## src/rtl/cpu_sequencer_if.sv

```systemverilog
// cpu_sequencer_if: memory, PC and ALU control bundle between the sequencer and its datapath.
interface cpu_sequencer_if #(parameter int WORD_SIZE = 19);
  logic                 start;
  logic [WORD_SIZE-1:0] execadd;
  logic                 mem_req;
  logic [WORD_SIZE-1:0] mem_addr;
  logic [WORD_SIZE-1:0] mem_rdata;
  logic                 mem_valid;
  logic                 load_pc;
  logic                 inc_pc;
  logic [WORD_SIZE-1:0] pc_address;
  logic                 zero_flag;
  logic [WORD_SIZE-1:0] ir;
  logic                 alu_en;
  logic                 reg_we;
  logic                 illegal;
  logic                 halted;
  modport master (
    input  start, execadd, mem_rdata, mem_valid, zero_flag,
    output mem_req, mem_addr, load_pc, inc_pc, pc_address, ir, alu_en, reg_we, illegal, halted
  );
  modport slave (
    output start, execadd, mem_rdata, mem_valid, zero_flag,
    input  mem_req, mem_addr, load_pc, inc_pc, pc_address, ir, alu_en, reg_we, illegal, halted
  );
endinterface

```

## src/rtl/cpu_sequencer.sv

```systemverilog
// cpu_sequencer: fetch/decode/execute control FSM driving PC commands, memory requests and ALU strobes.
module cpu_sequencer #(
  parameter int WORD_SIZE = 19,
  parameter int OPCODE_W  = 5
) (
  input logic             i_clk,
  input logic             i_rst_n,
  cpu_sequencer_if.master bus
);
  typedef enum logic [2:0] {S_IDLE, S_CLEAR, S_SETTLE, S_FETCH, S_DECODE, S_EXEC, S_WB, S_HALT} state_t;
  localparam logic [OPCODE_W-1:0] OP_JMP  = OPCODE_W'(5'h10);
  localparam logic [OPCODE_W-1:0] OP_JZ   = OPCODE_W'(5'h11);
  localparam logic [OPCODE_W-1:0] OP_HALT = OPCODE_W'(5'h1F);
  state_t               r_state, w_next;
  logic [WORD_SIZE-1:0] r_ir;
  logic [OPCODE_W-1:0]  w_op;
  logic                 w_alu, w_jmp, w_hlt, w_ill, w_take;
  logic                 w_ld, w_inc, w_alu_en, w_ill_p;
  assign w_op   = r_ir[WORD_SIZE-1 -: OPCODE_W];
  assign w_alu  = (w_op != '0) && (w_op < OP_JMP);
  assign w_jmp  = w_op == OP_JMP;
  assign w_hlt  = w_op == OP_HALT;
  assign w_ill  = (w_op > OP_JZ) && !w_hlt;
  assign w_take = w_jmp || (w_op == OP_JZ && bus.zero_flag);
  always_ff @(posedge i_clk or negedge i_rst_n) begin
    if (!i_rst_n) begin
      r_state <= S_IDLE;
      r_ir    <= '0;
    end else begin
      r_state <= w_next;
      if (r_state == S_FETCH && bus.mem_valid) r_ir <= bus.mem_rdata;
    end
  end
  always_comb begin
    w_next   = r_state;
    w_ld     = 1'b1;
    w_inc    = 1'b1;
    w_alu_en = 1'b0;
    w_ill_p  = 1'b0;
    case (r_state)
      S_IDLE:   w_next = bus.start ? S_CLEAR : S_IDLE;
      S_CLEAR: begin
        w_ld   = 1'b0;
        w_inc  = 1'b0;
        w_next = S_SETTLE;
      end
      S_SETTLE: w_next = S_FETCH;
      S_FETCH:  w_next = bus.mem_valid ? S_DECODE : S_FETCH;
      S_DECODE: w_next = S_EXEC;
      S_EXEC: begin
        w_alu_en = w_alu;
        w_ill_p  = w_ill;
        w_ld     = w_take || w_hlt;
        w_inc    = !w_take;
        w_next   = w_hlt ? S_HALT : S_WB;
      end
      S_WB:     w_next = S_FETCH;
      S_HALT:   w_next = bus.start ? S_CLEAR : S_HALT;
      default:  w_next = S_IDLE;
    endcase
  end
  // PC command is forced to "clear" while reset is held so the PC zeroes with the sequencer
  assign bus.load_pc    = i_rst_n && w_ld;
  assign bus.inc_pc     = i_rst_n && w_inc;
  assign bus.mem_req    = r_state == S_FETCH;
  assign bus.mem_addr   = bus.execadd;
  assign bus.pc_address = {{OPCODE_W{1'b0}}, r_ir[WORD_SIZE-OPCODE_W-1:0]};
  assign bus.ir         = r_ir;
  assign bus.alu_en     = w_alu_en;
  assign bus.illegal    = w_ill_p;
  assign bus.reg_we     = r_state == S_WB && w_alu;
  assign bus.halted     = r_state == S_HALT;
endmodule

```

## src/flat_wrapper.sv

```systemverilog
// flat-port wrapper written by rule: the top's interface ports become plain ports
module cpu_sequencer_flat 
#(
  parameter int WORD_SIZE = 19,
  parameter int OPCODE_W  = 5
)
  (i_clk, i_rst_n, bus_start, bus_execadd, bus_mem_rdata, bus_mem_valid, bus_zero_flag, bus_mem_req, bus_mem_addr, bus_load_pc, bus_inc_pc, bus_pc_address, bus_ir, bus_alu_en, bus_reg_we, bus_illegal, bus_halted);
  cpu_sequencer_if #(.WORD_SIZE(WORD_SIZE)) bus_i ();
  input logic i_clk;
  input logic i_rst_n;
  input wire logic [$bits(bus_i.start)-1:0] bus_start;
  input wire logic [$bits(bus_i.execadd)-1:0] bus_execadd;
  input wire logic [$bits(bus_i.mem_rdata)-1:0] bus_mem_rdata;
  input wire logic [$bits(bus_i.mem_valid)-1:0] bus_mem_valid;
  input wire logic [$bits(bus_i.zero_flag)-1:0] bus_zero_flag;
  output wire logic [$bits(bus_i.mem_req)-1:0] bus_mem_req;
  output wire logic [$bits(bus_i.mem_addr)-1:0] bus_mem_addr;
  output wire logic [$bits(bus_i.load_pc)-1:0] bus_load_pc;
  output wire logic [$bits(bus_i.inc_pc)-1:0] bus_inc_pc;
  output wire logic [$bits(bus_i.pc_address)-1:0] bus_pc_address;
  output wire logic [$bits(bus_i.ir)-1:0] bus_ir;
  output wire logic [$bits(bus_i.alu_en)-1:0] bus_alu_en;
  output wire logic [$bits(bus_i.reg_we)-1:0] bus_reg_we;
  output wire logic [$bits(bus_i.illegal)-1:0] bus_illegal;
  output wire logic [$bits(bus_i.halted)-1:0] bus_halted;
  assign bus_i.start = bus_start;
  assign bus_i.execadd = bus_execadd;
  assign bus_i.mem_rdata = bus_mem_rdata;
  assign bus_i.mem_valid = bus_mem_valid;
  assign bus_i.zero_flag = bus_zero_flag;
  assign bus_mem_req = bus_i.mem_req;
  assign bus_mem_addr = bus_i.mem_addr;
  assign bus_load_pc = bus_i.load_pc;
  assign bus_inc_pc = bus_i.inc_pc;
  assign bus_pc_address = bus_i.pc_address;
  assign bus_ir = bus_i.ir;
  assign bus_alu_en = bus_i.alu_en;
  assign bus_reg_we = bus_i.reg_we;
  assign bus_illegal = bus_i.illegal;
  assign bus_halted = bus_i.halted;
  cpu_sequencer #(.WORD_SIZE(WORD_SIZE), .OPCODE_W(OPCODE_W)) u_core (.i_clk(i_clk), .i_rst_n(i_rst_n), .bus(bus_i));
endmodule
```

## config.mk

```make
export PLATFORM = sky130hd
export DESIGN_NAME = cpu_sequencer_flat
export DESIGN_NICKNAME = d
export VERILOG_FILES = /design/src/rtl/cpu_sequencer_if.sv /design/src/rtl/cpu_sequencer.sv /design/src/flat_wrapper.sv
export SDC_FILE = /design/constraint.sdc
export NUM_CORES = 1
export LEC_CHECK = 0
export CORE_MARGIN = 2
export CORE_UTILIZATION = 35
export DETAILED_ROUTE_END_ITERATION = 6
export GPL_ROUTABILITY_DRIVEN = 0
export GPL_TIMING_DRIVEN = 0
export PLACE_DENSITY = 0.93
export SLEW_MARGIN = 40
export SYNTH_ARGS = -nofsm -noshare
export SYNTH_HDL_FRONTEND = slang
export SYNTH_SLANG_ARGS = --single-unit
```

## constraint.sdc

```tcl
create_clock -name i_clk -period 2.1 [get_ports i_clk]
set_input_delay 0.21 -clock i_clk [delete_from_list [all_inputs] [get_ports i_clk]]
set_output_delay 0.21 -clock i_clk [all_outputs]
set_load 0.02 [all_outputs]
```

==> results.txt <==
Chip Width: 65.8 um
CTS Buf Count: 3
Total Power: 3.36 mW
most frequent cells in the layout: clkdlybuf4s50_1 (78), buf_4 (38), dfrtp_1 (19)
Vias: 1101
antenna violations before repair: 0
Syn Area/Cell: 11.6 um2
multi-input logic area: 494 um2
vias in the first global route: 1074
Critical R2R Launch: u_core.r_state[2]
largest net degree at the start of global routing: 23
Slew headroom: 0.665
synthesis warning total: 0
final slew viol count: 0
cell internal pwr: 2.06 mW
Reg-to-Reg End: u_core.bus.ir[15]
Sequential Power Share: 0.266
RSZ-0062 raised after global routing: no
Synth cell types: 27
# DRC: 0
DR WL/cell: 12.3 um
highest clock rate: 499 MHz
mux contribution to synthesized area: 0.188
Startpoint Class: register
Final Cycle Share: 0.954
worst skew pair latency: 260 ps
Antenna Violating Nets Remaining: 0
die area: 4320 um2
CP max FO: 4
simple-gate share of the synthesized area: 0.113
Reg clk slew, reported paths: 80 ps
n_diodes: 0
R2R Setup Slk: 710 ps
Max Cap Viol: 0
Crit-path slowest cell: clkdlybuf4s50_1
final net count: 250
Worst-Margin Slew: 502 ps
Yosys reg bits: 22
total negative setup slack: 0 ps
Root Buffer: clkbuf_8
status: finished clean
GRT Total Usage: 0.144
routed wire length: 3.11 mm
Synth Instances: 115
Hold Fails Final Rpt: 0
CP required: 1890 ps
Post-Synth Adder-Cell Area: 0
critical path, cell by cell: nor3_4 -> nand3_1 -> a22o_1 -> clkdlybuf4s50_1
Worst R2R Path Depth: 4
sequential share of the synthesized area: 0.412
setup bufs post-CTS: 0
CP max stage delay: 540 ps
Crit. End Element: output pin
Psw: 1.31 mW
combinational power share: 0.643
Mapped Area: 1340 um2
Area growth syn-to-layout: 72.4%
Ports: 107
Pre-Repair DR Iteration Count: 4
most common cell after layout, fill and taps aside: clkdlybuf4s50_1
FP Rows: 22
# setup viols final: 0
Worst IR Drop VDD: 824 uV
leakage power: 1.08 nW
Switching Fraction: 0.389
core area: 3660 um2
detailed placer's ending HPWL: 2.49 mm
PD cells: 1460 nW/um2
Starting Density: 0.365
Post-Synth XOR/XNOR Area: 0
FF/Latch Area: 554 um2
Worst Hold Class: in -> async
Via density: 4.33
IO Port Bufs: 82
clock period minus worst slack: 2000 ps
DRT iter0 DRCs: 61
Compound-Gate Fraction of Synth Area: 0.0459
Clock Path Buffers: 2
H-tree depth: 1
filler instances: 299
crit path DAT: 1790 ps
CTS sink cnt: 22
worst setup path class: reg -> out
first-pass GRT wire length: 4.82 mm
Worst Skew: 1.11 ps
Die Y: 65.8 um
TritonCTS clock tree: done
total gr overflow: 0
share of layout cells above drive strength 1: 0.345
largest family of logic cells by synthesized area: buffers and inverters
clock share of power: 0.091
[stage by stage]
stage	cell area, um2	hold WS (ps)	instances	worst slack, ps	utilization
floorplan	1350	-85.6	119	325	-
global placement	2230	514	249	-639	0.609
detailed placement	2230	227	249	111	0.608
CTS	2290	547	254	52.3	0.627
global route	2300	102	254	6.63	0.629
finish	2300	54.9	254	97.2	0.629
[how the worst max path moves through the flow]
stage / start / endpoint / cells past startpoint
after detailed placement: u_core.bus.ir[18] / bus_illegal / 4
final: u_core.bus.ir[15] / bus_inc_pc / 4
after global routing: u_core.bus.ir[18] / bus_illegal / 4
after global placement: i_rst_n / bus_load_pc / 5
after floorplan: u_core.bus.ir[15] / bus_illegal / 3
after CTS: u_core.bus.ir[16] / bus_inc_pc / 4
[worst max-delay path: cells and delay by family, from the launching register on]
kind | cells | cell delay (ps)
compound gates | 1 | 190
buf+inv | 1 | 540
flops | 1 | 440
simple gates | 2 | 360
[sequential cells by signal, indices dropped and copies added, names as in the netlist]
| name | count |
|---|---|
| u_core.bus.ir | 19 |
| u_core.r_state | 3 |
[kinds of logic after synthesis]
logic type	Yosys count
buf+inv	42
simple gates	23
flops	22
mux	19
compound gates	8
other cells	1
[cells in the mapped netlist]
master     instances  area [um2]
nand2_1            2        7.51
nand3_1            2        10.0
mux2_2             9         101
a21o_1             2        15.0
o22ai_1            1        6.26
nand2_8            1        20.0
nor4_1             1        6.26
and2_1             2        12.5
a2bb2oi_1          1        8.76
nor2_1             3        11.3
nor2b_4            1        13.8
a211o_1            1        8.76
and2_4             1        8.76
inv_1              3        11.3
nor3b_1            1        7.51
a21oi_1            1        5.00
a22o_1             1        8.76
nand2b_1           2        12.5
and3_1             3        18.8
a41oi_1            1        8.76
buf_4             38         285
conb_1             1        3.75
nand4_1            2        12.5
nor3_1             2        10.0
buf_12             1        20.0
dfrtp_1           22         551
mux2_4            10         150
[area by class of cell]
type | instances | area share
Timing Repair Buffer | 83 | 0.357
Sequential cell | 22 | 0.241
Multi-Input combinational cell | 55 | 0.215
Buffer | 39 | 0.133
Tap cell | 48 | 0.0261
Clock buffer | 4 | 0.0239
Inverter | 3 | 0.00489
[power groups by stage]
stage / Sequential, mW / Combinational (mW) / Clock [mW]
after floorplan: 1.07 / 1.06 / 0
after global placement: 0.865 / 2.14 / 0
after detailed placement: 0.878 / 2.18 / 0
after CTS: 0.882 / 2.19 / 0.311
after global routing: 0.935 / 2.28 / 0.330
final: 0.896 / 2.16 / 0.305
[routing by layer]
| layer | wire [um] | GRT usage | share of wire | vias up |
|---|---|---|---|---|
| met2 | 1620 | 0.263 | 0.52 | 55 |
| met1 | 1200 | 0.166 | 0.38 | 515 |
| met5 | 0 | 0 | 0 | - |
| li1 | - | - | - | 529 |
| met3 | 275 | 0.0360 | 0.088 | 2 |
| met4 | 18 | 0.0339 | 0.0058 | 0 |
[timing repair]
item,in CTS,in global routing
resized for setup,4,4
setup endpoints to repair,5,3
hold buffers,1,0
hold endpoints to repair,22,0
No activity file was read; power rests on OpenSTA's default activity.
